**src/rtl/uart_program_loader.sv**
```systemverilog
// rtl/uart_program_loader.sv - UART host command decoder and instruction memory loader
//
// Decodes host command bytes from the UART RX core (LOAD/RUN/STOP/STEP), streams
// little-endian instruction words into instruction memory and drives the MIPS enable.
//
// Ports:
//   clk, rst      system clock (rising edge), synchronous active-high reset
//   rx_data       received byte, valid while rx_done=1
//   rx_done       one-cycle strobe per received byte
//   imem_we       instruction memory write strobe, one cycle per word
//   imem_addr     word address for imem_we
//   imem_wdata    assembled word for imem_we
//   mips_enable   pipeline clock enable
//   mips_rst      one-cycle pipeline reset pulse at the start of a LOAD
//   busy          high while a LOAD is in progress
//   cmd_err       one-cycle pulse on an unknown command or a LOAD timeout

module uart_program_loader #(
  parameter int DATA_W      = 32,
  parameter int ADDR_W      = 8,
  parameter int TIMEOUT_CYC = 1000000
) (
  input  logic              clk,
  input  logic              rst,
  input  logic [7:0]        rx_data,
  input  logic              rx_done,
  output logic              imem_we,
  output logic [ADDR_W-1:0] imem_addr,
  output logic [DATA_W-1:0] imem_wdata,
  output logic              mips_enable,
  output logic              mips_rst,
  output logic              busy,
  output logic              cmd_err
);

  localparam int BYTES    = DATA_W / 8;
  localparam int BIDX_W   = (BYTES > 1) ? $clog2(BYTES) : 1;
  localparam int TIMER_W  = $clog2(TIMEOUT_CYC + 1);
  localparam logic [BIDX_W-1:0]  LAST_BYTE = BIDX_W'(BYTES - 1);
  localparam logic [TIMER_W-1:0] TIMER_MAX = TIMER_W'(TIMEOUT_CYC - 1);

  localparam logic [1:0] IDLE     = 2'd0;
  localparam logic [1:0] GET_CNT  = 2'd1;
  localparam logic [1:0] GET_WORD = 2'd2;

  localparam logic [7:0] CMD_LOAD = 8'h01;
  localparam logic [7:0] CMD_RUN  = 8'h02;
  localparam logic [7:0] CMD_STOP = 8'h03;
  localparam logic [7:0] CMD_STEP = 8'h04;

  logic [1:0]         state;
  logic [7:0]         wordsLeft;
  logic [ADDR_W-1:0]  wordIdx;
  logic [BIDX_W-1:0]  byteIdx;
  logic [TIMER_W-1:0] timer;
  logic [DATA_W-1:0]  wordBuf;
  logic [DATA_W-1:0]  nextWord;
  logic               stepOne;

  // Bytes shift in from the top so the first byte of a word lands in bits [7:0].
  generate
    if (DATA_W > 8) begin : g_shift
      assign nextWord = {rx_data, wordBuf[DATA_W-1:8]};
    end else begin : g_single
      assign nextWord = rx_data;
    end
  endgenerate

  always_ff @(posedge clk) begin
    if (rst) begin
      state       <= IDLE;
      wordsLeft   <= '0;
      wordIdx     <= '0;
      byteIdx     <= '0;
      timer       <= '0;
      wordBuf     <= '0;
      stepOne     <= 1'b0;
      imem_we     <= 1'b0;
      imem_addr   <= '0;
      imem_wdata  <= '0;
      mips_enable <= 1'b0;
      mips_rst    <= 1'b0;
      busy        <= 1'b0;
      cmd_err     <= 1'b0;
    end else begin
      imem_we  <= 1'b0;
      mips_rst <= 1'b0;
      cmd_err  <= 1'b0;

      // A STEP enable lasts one cycle; a command decoded this same cycle overrides it below.
      if (stepOne) begin
        mips_enable <= 1'b0;
        stepOne     <= 1'b0;
      end

      case (state)
        IDLE: begin
          if (rx_done) begin
            case (rx_data)
              CMD_LOAD: begin
                state       <= GET_CNT;
                busy        <= 1'b1;
                mips_rst    <= 1'b1;
                mips_enable <= 1'b0;
                stepOne     <= 1'b0;
                timer       <= '0;
              end
              CMD_RUN:  mips_enable <= 1'b1;
              CMD_STOP: mips_enable <= 1'b0;
              CMD_STEP: begin
                mips_enable <= 1'b1;
                stepOne     <= 1'b1;
              end
              default:  cmd_err <= 1'b1;
            endcase
          end
        end
        GET_CNT: begin
          if (rx_done) begin
            timer <= '0;
            if (rx_data == 8'd0) begin
              state <= IDLE;
              busy  <= 1'b0;
            end else begin
              wordsLeft <= rx_data;
              wordIdx   <= '0;
              byteIdx   <= '0;
              state     <= GET_WORD;
            end
          end
        end
        GET_WORD: begin
          if (rx_done) begin
            timer   <= '0;
            wordBuf <= nextWord;
            if (byteIdx == LAST_BYTE) begin
              byteIdx    <= '0;
              imem_we    <= 1'b1;
              imem_addr  <= wordIdx;
              imem_wdata <= nextWord;
              wordIdx    <= wordIdx + 1'b1;
              wordsLeft  <= wordsLeft - 8'd1;
              if (wordsLeft == 8'd1) begin
                state <= IDLE;
                busy  <= 1'b0;
              end
            end else begin
              byteIdx <= byteIdx + 1'b1;
            end
          end
        end
        default: state <= IDLE;
      endcase

      // Inter-byte watchdog: abort the LOAD, keeping words already written.
      if ((state == GET_CNT || state == GET_WORD) && !rx_done) begin
        if (timer == TIMER_MAX) begin
          cmd_err <= 1'b1;
          state   <= IDLE;
          busy    <= 1'b0;
          byteIdx <= '0;
          timer   <= '0;
        end else begin
          timer <= timer + 1'b1;
        end
      end
    end
  end

endmodule

```
**config.mk**
```make
export PLATFORM = sky130hd
export DESIGN_NAME = uart_program_loader
export DESIGN_NICKNAME = d
export VERILOG_FILES = /design/src/rtl/uart_program_loader.sv
export SDC_FILE = /design/constraint.sdc
export NUM_CORES = 1
export LEC_CHECK = 0
export CAP_MARGIN = 5
export CELL_PAD_IN_SITES_DETAIL_PLACEMENT = 0
export CELL_PAD_IN_SITES_GLOBAL_PLACEMENT = 1
export CORE_MARGIN = 3
export CORE_UTILIZATION = 37
export CTS_CLUSTER_SIZE = 10
export DETAILED_ROUTE_END_ITERATION = 10
export GPL_TIMING_DRIVEN = 0
export PLACE_DENSITY_LB_ADDON = 0.15
export SETUP_SLACK_MARGIN = 0.15
export SYNTH_ARGS = -nofsm -noshare
export SYNTH_HDL_FRONTEND = slang
export SYNTH_SLANG_ARGS = --single-unit
```
**constraint.sdc**
```tcl
create_clock -name clk -period 2.11 [get_ports clk]
set_clock_uncertainty 0.15 [all_clocks]
set_input_delay 0.422 -clock clk [delete_from_list [all_inputs] [get_ports clk]]
set_output_delay 0.422 -clock clk [all_outputs]
set_load 0.05 [all_outputs]
```
Word-level counts from Yosys, hierarchy flattened
Cells that the tools add are included.
Word-level totals
  output and inout bits: 45
  register bits after elaboration: 118
  bits of input ports: 11
  word-level logic and storage cells: 109
Cells by class
  mux-type cells: 55
  add/subtract/negate cells: 4
  equal/unequal tests: 16
  bitwise gates (word level): 3
  reduce and logical (&&, ||, !) cells: 17
Operators with widths (count)
  2-to-1 mux 20 bit: 5
  2-to-1 mux 8 bit: 8
  one-hot mux 20 bit (2 select lines): 1
  one-hot mux 8 bit (2 select lines): 2
  2-to-1 mux 2 bit: 15
  adder 20 x 1 -> 20 bit (second input constant): 1
  == test 20 bit (second input constant): 1
  2-to-1 mux 1 bit: 20
  == test 8 x 1 -> 1 bit (second input constant): 2
  == test 8 x 2 -> 1 bit (second input constant): 2
  adder 8 x 1 -> 8 bit (second input constant): 1
  == test 8 x 3 -> 1 bit (second input constant): 1
  zero test 8 bit: 1
  != test 2 bit (second input constant): 4
  subtractor 8 x 1 -> 8 bit (second input constant): 1
  one-hot mux 2 bit (3 select lines): 1
  OR reduction 2 bit: 3
  OR reduction 3 bit: 2
  AND reduction 5 bit: 1
  == test 2 bit (second input constant): 2
  one-hot mux 2 bit (2 select lines): 1
  AND reduction 4 bit: 1
  OR reduction 4 bit: 1
  != test 3 x 1 -> 1 bit (second input constant): 1
  15 further kinds: 17

Depth between registers and ports, before layout
Gate-level depths: netlist (run 1).
  depth in word-level cells: 7
  depth in mapped cells: 9
  depth with buffers taken out: 7

Least setup slack after synthesis (run 1)
OpenSTA, ideal clock, no wires.
  path kind: register -> register
  from: register state[1]
  to: register timer[19]
  buffers on the path: 0
  library setup time: 0.117 ns
  period minus slack after synthesis: 2.183 ns
  setup slack: -0.073 ns
  arrival time: 1.916 ns
  cell stages (with the launch flop): 8
  required time: 1.843 ns
  cells stage by stage: dfxtp_1 -> inv_1 -> ha_1 -> nor3b_1 -> or4_1 -> nor4b_2 -> xnor2_1 -> nor2_1
On the way
  cells in the longest elaborated chain, start to end: 5
  elaborated cells on any way between the ends: 13
  classes of those cells: 5 x eq/ne; 2 x mux; 6 x reduce/logical
Ends and longest elaborated chain
  start, declared: line 51  | logic [1:0] state;
  start signal, assigned: line 71  | state <= IDLE;
  start signal, assigned: line 101  | state <= GET_CNT;
  start signal, assigned: line 122  | state <= IDLE;
  == test 2 x 1 -> 1 bit or == test 2 bit (tied branches): line 96, 156
  logical OR 1 bit: line 156  | if ((state == GET_CNT || state == GET_WORD) && !rx_done) begin
  logical AND 1 bit: line 156
  != test 3 x 2 -> 1 bit (no line) (tied with other cells)
  AND reduction 4 bit (no line)
  end signal, assigned: line 164  | timer <= timer + 1'b1;
  end, declared: line 55  | logic [TIMER_W-1:0] timer;
Several ways; a longest one is shown, not always the timed one.
A chain may end at the register's enable or synchronous reset.

Final worst setup path (run 1)
  from: input rx_data[6]
  to: register timer[17]
On the way
  cells in the longest elaborated chain, start to end: 3
Ends and longest elaborated chain
  start, declared: line 25  | input logic [7:0] rx_data,
  == test 8 x 1 -> 1 bit: line 99  | case (rx_data)
  != test 3 x 2 -> 1 bit (no line)
  AND reduction 4 bit (no line)
No other way between the ends.

==> results of run 1 <==
## repair_timing
item,4_1_cts,5_1_grt
setup endpoints to repair,149,86
gates resized for setup,145,54
cloned,2,1
setup buffers,17,7
pin swaps,16,21
## per-layer routing
| metal | vias up | global-route usage, % | routed length, microns |
|---|---|---|---|
| met5 | - | 0 | 0 |
| met1 | 2105 | 25.01 | 6263 |
| li1 | 2171 | - | - |
| met3 | 14 | 3.014 | 529 |
| met2 | 80 | 30.58 | 6122 |
| met4 | 0 | 6.517 | 191 |
## final cells by class
cell class	count	area share, %
Clock buffer	11	3.683
Timing Repair Buffer	79	11.07
Multi-Input combinational cell	430	41.94
Buffer	31	3.564
Tap cell	168	3.327
Clock inverter	4	0.5545
Sequential cell	110	35.07
Inverter	12	0.7921
## worst paths after layout
check / endpoint / slack (ns) / cells after the start
hold reg to reg: imem_wdata[29] / 0.30 / 2
setup reg to reg: timer[19] / 0.10 / 6
hold / removal: wordBuf[26] / 0.19 / 3
setup / recovery: timer[17] / 0.09 / 8
## cell families (layout without fill, tap and decap cells)
group,after synthesis,after routing,share of synthesized area (%)
multiplexers,1,1,0.2409
XOR/XNOR,23,23,4.310
buffers and inverters,43,137,3.747
AO/OA/AOI/OAI,125,125,15.36
flip-flops,110,110,47.11
AND/OR/NAND/NOR,271,271,26.55
adder cells (fa/ha/maj),10,10,2.677
## power breakdown
group	switching [mW]	leakage, nW	internal [mW]
registers	0.00101	0.889	2.07
clock network	0.774	0.130	0.805
logic	0.110	1.34	0.0628
## sequential cells by signal, summed over array words and instances, names as in the netlist, 2 cells and up
signal and cells:
timer 20, imem_addr 8, byteIdx 2, wordBuf 24, wordIdx 8, imem_wdata 32
state 2, wordsLeft 8
## cells in the final DEF (no fill, tap or decap), types with 4 or more instances in the layout
master / Yosys / final
ha_2: 0 / 4
nand3_1: 18 / 12
nor3_1: 6 / 5
a21oi_2: 0 / 5
buf_6: 1 / 8
clkbuf_16: 0 / 10
nand3b_1: 4 / 4
clkbuf_1: 24 / 9
nand4_1: 7 / 7
clkinv_4: 0 / 4
buf_4: 0 / 23
xnor2_1: 9 / 9
or4_4: 1 / 4
nand2_1: 153 / 149
a21oi_1: 84 / 78
a211oi_1: 5 / 4
nor2_1: 44 / 39
o31ai_1: 4 / 4
dlygate4sd2_1: 0 / 45
dfxtp_1: 110 / 105
inv_1: 12 / 10
o21ai_0: 13 / 11
clkbuf_2: 0 / 7
nand3_2: 1 / 5
buf_2: 5 / 11
xor2_1: 14 / 13
## per-stage QoR
step / instance area (sq um) / total power, mW / utilization [%] / hold WS, ns / setup TNS (ns)
after floorplan: 4766 / 2.198 / - / 0.2822 / 0
after global routing: 6319 / 3.956 / 51.95 / 0.1948 / 0
final: 6319 / 3.824 / 51.95 / 0.1949 / 0
after CTS: 6077 / 3.858 / 49.97 / 0.1837 / 0
after detailed placement: 5497 / 2.260 / 45.20 / 0.2961 / -38.88
after global placement: 5497 / 2.258 / 45.20 / 0.2909 / -35.83
## worst max-delay path, delay by kind of cell
family                    cells  cell delay (ns)
AOI/OAI and AO/OA             1             0.27
buffers and inverters         3             0.45
and+or+nand+nor               3             0.83
xor gates and xnor gates      1             0.14
==> flow_summary.ini, run 1 <==
[status]
status = finished, final reports clean

[setup_path]
cp.required_ns = 2.21
cp_max_fo = 6
startpoint = rx_data[6]
crit_type = in2reg
cp-end-kind = flip-flop
cp_slowest_cell = or4b_4
cpPeakStageDelay_ns = 0.58
crit_chain = buf_2 -> or4b_4 -> o21ai_4 -> buf_12 -> buf_4 -> nor4b_4 -> xnor2_1 -> nor2_1
worstPathArrival_ns = 2.12
critPathLaunchType = input port
reg2reg_from = state[1]

[final_layout]
seq_area_sq_um = 2216
stdcell_count = 845
nets = 694
multi_input_area_sq_um = 2650
drive_above_1_share_pct = 20.53
fill_cells = 1208
diodes = 0
syn_to_final_growth_pct = 35.17

[global_route]
grt_max_degree = 18
antenna_found_initial = 0
overflow = 0
grt_pass1_wl_mm = 21.20
grt_pass1_vias = 4280
grt_usage_pct = 18.68

[clocking]
ctsLongestPathBuffers = 2
numCtsBuffers = 9
clock_latency_ns = 0.35
cts-root-buf = clkbuf_16
cts_sinks = 110
tritoncts = built
cts_max_level = 3
hold_buffers = 0
path_clk_slew_ns = 0.07

[yosys]
syn-instance-count = 583
synth.largest_area_cell = dfxtp_1
avgSynthCellArea_sq_um = 8.018
synth_seq_area_share_pct = 47.11
synth_edf_count = 0
synth.area.top_cells = dfxtp_1, nand2_1, a21oi_1
synth_ff_type = dfxtp_1
syn-num-nets = 604
netlist_top_cells_count = nand2_1, dfxtp_1, a21oi_1
async_flop_share_pct = 0
ys_ff_latch = 110
netlist_area_sq_um = 4674
synth_top_area_share_pct = 47.11
synth_cell_type_count = 50
yosysMostFrequentCell = nand2_1
synth_warnings = 0

[timing]
post-route-period-util_pct = 95.81
rsz0062_at_grt = true
worstMarginPinSlew_ns = 0.5780
drv_slew = 0
slew_headroom_pct = 61.46
period_needed_ns = 2.022
layout_setup_ws_ns = 0.08850
fmax_ghz = 0.4947
hold_viol_final = 0
setup-violations-final = 0

[placement]
dpl_worst_slack_ns = -0.9017
place.gp.congestion = 0.8463
dp.cells = 803
portBuffers = 52
dpl.hpwl_mm = 8.921

[floorplan]
core_area_sq_um = 12160
initial_utilization_pct = 38.44
fp.dieH_microns = 118.4
rows = 40
pin_count = 56
die_area_sq_um = 14020
fp.dieW_microns = 118.4

[run]
drv_cap = 0

[drt]
wl_per_cell_microns = 15.51
via_per_inst = 5.172
drtPass1Iterations = 5
wl_mm = 13.11
drc = 0
drt_iter0_markers = 227
vias = 4370
antenna_left = 0

[power_and_ir_drop]
leakage_nw = 2.356
cellPowerDensity_nw_per_um2 = 605.2
ir_drop_mv = 0.3128

[hold_path]
hold_path.class = in2reg
min_from = rx_data[2]
Note: power is estimated with default switching activity, not from simulation.
==> run 2: changes to the inputs <==
--- a/config.mk
+++ b/config.mk
@@ -5,6 +5,7 @@
 export SDC_FILE = /design/constraint.sdc
 export NUM_CORES = 1
 export LEC_CHECK = 0
+export ABC_CLOCK_PERIOD_IN_PS = 2110
 export CAP_MARGIN = 5
 export CELL_PAD_IN_SITES_DETAIL_PLACEMENT = 0
 export CELL_PAD_IN_SITES_GLOBAL_PLACEMENT = 1
@@ -14,7 +15,7 @@
 export DETAILED_ROUTE_END_ITERATION = 10
 export GPL_TIMING_DRIVEN = 0
 export PLACE_DENSITY_LB_ADDON = 0.15
-export SETUP_SLACK_MARGIN = 0.15
+export SETUP_SLACK_MARGIN = 0.3
 export SYNTH_ARGS = -nofsm -noshare
 export SYNTH_HDL_FRONTEND = slang
 export SYNTH_SLANG_ARGS = --single-unit
==> run 2 against run 1 <==
Against the previous run:
- maximum frequency decreased by 3.9%
- clock-buffer cell count unchanged
- worst hold slack gained 0.0070 ns
- first-iteration DRC count is 4.8% higher
- core utilization rose by 3.6 points
- non-clock buffer count grew 17
- largest power group unchanged
- highest routed layer unchanged
==> flow_summary.ini, run 2 (synthesis gave the netlist of run 1 again) <==
[clocking]
ctsLongestPathBuffers = 2
cts_max_level = 3
hold_buffers = 0
clock_latency_ns = 0.35
numCtsBuffers = 9
path_clk_slew_ns = 0.07
cts_sinks = 110
tritoncts = built
cts-root-buf = clkbuf_16

[setup_path]
critPathLaunchType = flip-flop
rrSetupSlack_ns = 0.005
cp.required_ns = 2.23
cp_max_fo = 6
cp-end-kind = flip-flop
worstPathArrival_ns = 2.23
r2r_cells = 9
reg2reg_to = timer[4]
reg2reg_from = state[1]
crit_type = reg2reg

[drt]
drc = 0
wl_per_cell_microns = 15.91
drt_iter0_markers = 238
antenna_left = 0
drtPass1Iterations = 4
via_per_inst = 5.202
wl_mm = 13.73
vias = 4489

[global_route]
grt_pass1_wl_mm = 21.74
antenna_found_initial = 0
grt_pass1_vias = 4259
overflow = 0
grt_usage_pct = 19.10
grt_max_degree = 18

[placement]
place_area_sq_um = 5604
place.gp.congestion = 0.8506
dpl_worst_slack_ns = -0.8875
portBuffers = 52
dpl.hpwl_mm = 8.836
dp.cells = 803

[run]
drv_cap = 0

[power_and_ir_drop]
clockPowerShare_pct = 41.1
cellPowerDensity_nw_per_um2 = 568.1
swShare_pct = 23.27
power.switching_mw = 0.8927
leakage_nw = 2.364
ir_drop_mv = 0.3590
comb_power_share_pct = 4.9
seqPwrFrac_pct = 54.1
p_int_mw = 2.944
p_total_mw = 3.837

[timing]
setup-violations-final = 0
period_needed_ns = 2.105
drv_slew = 0
worstMarginPinSlew_ns = 0.6122
post-route-period-util_pct = 99.75
fin_hold_ws_ns = 0.2019
slew_headroom_pct = 59.19
tns_ns = 0
hold_viol_final = 0
rsz0062_at_grt = true
fmax_ghz = 0.4751
layout_setup_ws_ns = 0.005376

[floorplan]
core_area_sq_um = 12160
fp.dieH_microns = 118.4
die_area_sq_um = 14020
rows = 40
pin_count = 56
fp.dieW_microns = 118.4
initial_utilization_pct = 38.44

[final_layout]
fin_area_sq_um = 6754
layout_common_cells = nand2_1, dfxtp_1, a21oi_1
drive_above_1_share_pct = 27.19
nets = 712
largest_register_ff_count = 32
final_common_cell = nand2_1
diodes = 0
stdcell_count = 863
top_register = imem_wdata
reg_top3 = imem_wdata: 32 flops, wordBuf: 24 flops, timer: 20 flops
syn_to_final_growth_pct = 44.49
utilization_pct = 55.54
fill_cells = 1132

[hold_path]
hold_path.class = in2reg
hold_depth = 3
hold-path-endpoint = wordBuf[26]
min_from = rx_data[2]

[status]
status = finished, final reports clean
## run 2: changes by cell type in the layout (fill, tap and decap cells not counted), sizes merged
cell,delta
buf,+20
clkinvlp,+3
nand2,+1
clkbuf,+10
dlygate4sd2,-36
clkdlybuf4s15,+23
clkinv,-3
## run 2: worst max path at each step
stage | startpoint | to | slack [ns] | depth (start not counted)
after floorplan | rx_data[7] | timer[18] | 0.04 | 5
after global placement | rx_data[7] | timer[4] | -0.92 | 6
after detailed placement | rx_data[0] | timer[4] | -0.89 | 6
after CTS | state[1] | timer[4] | 0.07 | 9
after global routing | state[0] | timer[4] | -0.08 | 9
final | state[1] | timer[4] | 0.005 | 9
## run 2: critical path, cell delays in order, from the launching register on
cell      delay [ns]
dfxtp_4         0.40
inv_6           0.06
ha_4            0.17
nor3b_4         0.17
nor2_2          0.14
clkbuf_8        0.15
buf_4           0.10
nand2_2         0.09
or4_1           0.42
a21oi_1         0.18
## run 2: cell type report
cell class	count	area, sq um	share of cell area, %
Clock buffer	11	232.7	3.446
Clock inverter	4	32.53	0.4817
Multi-Input combinational cell	431	2821	41.77
Buffer	31	280.3	4.150
Inverter	12	58.81	0.8707
Sequential cell	110	2217	32.83
Tap cell	168	210.2	3.112
Timing Repair Buffer	96	900.9	13.34
## run 2: routing by layer
layer / up-vias / track usage [%] / wire (microns)
met5: - / 0 / 0
met1: 2173 / 26.00 / 6532
met2: 83 / 30.98 / 6484
met4: 0 / 6.517 / 238
li1: 2220 / - / -
met3: 13 / 2.919 / 472
## run 2: repair_timing
item,in CTS,in global routing
endpoints found under the setup margin,149,134
gates cloned,2,6
pin swaps,23,20
setup buffers,22,15
resized for setup,158,138
## run 2: power by group through the flow
stage	logic (mW)	registers (mW)	clock network, mW
after global routing	0.200	2.07	1.70
final	0.187	2.07	1.58
after floorplan	0.0733	2.13	0
after global placement	0.142	2.12	0
after detailed placement	0.143	2.12	0
after CTS	0.172	2.07	1.61
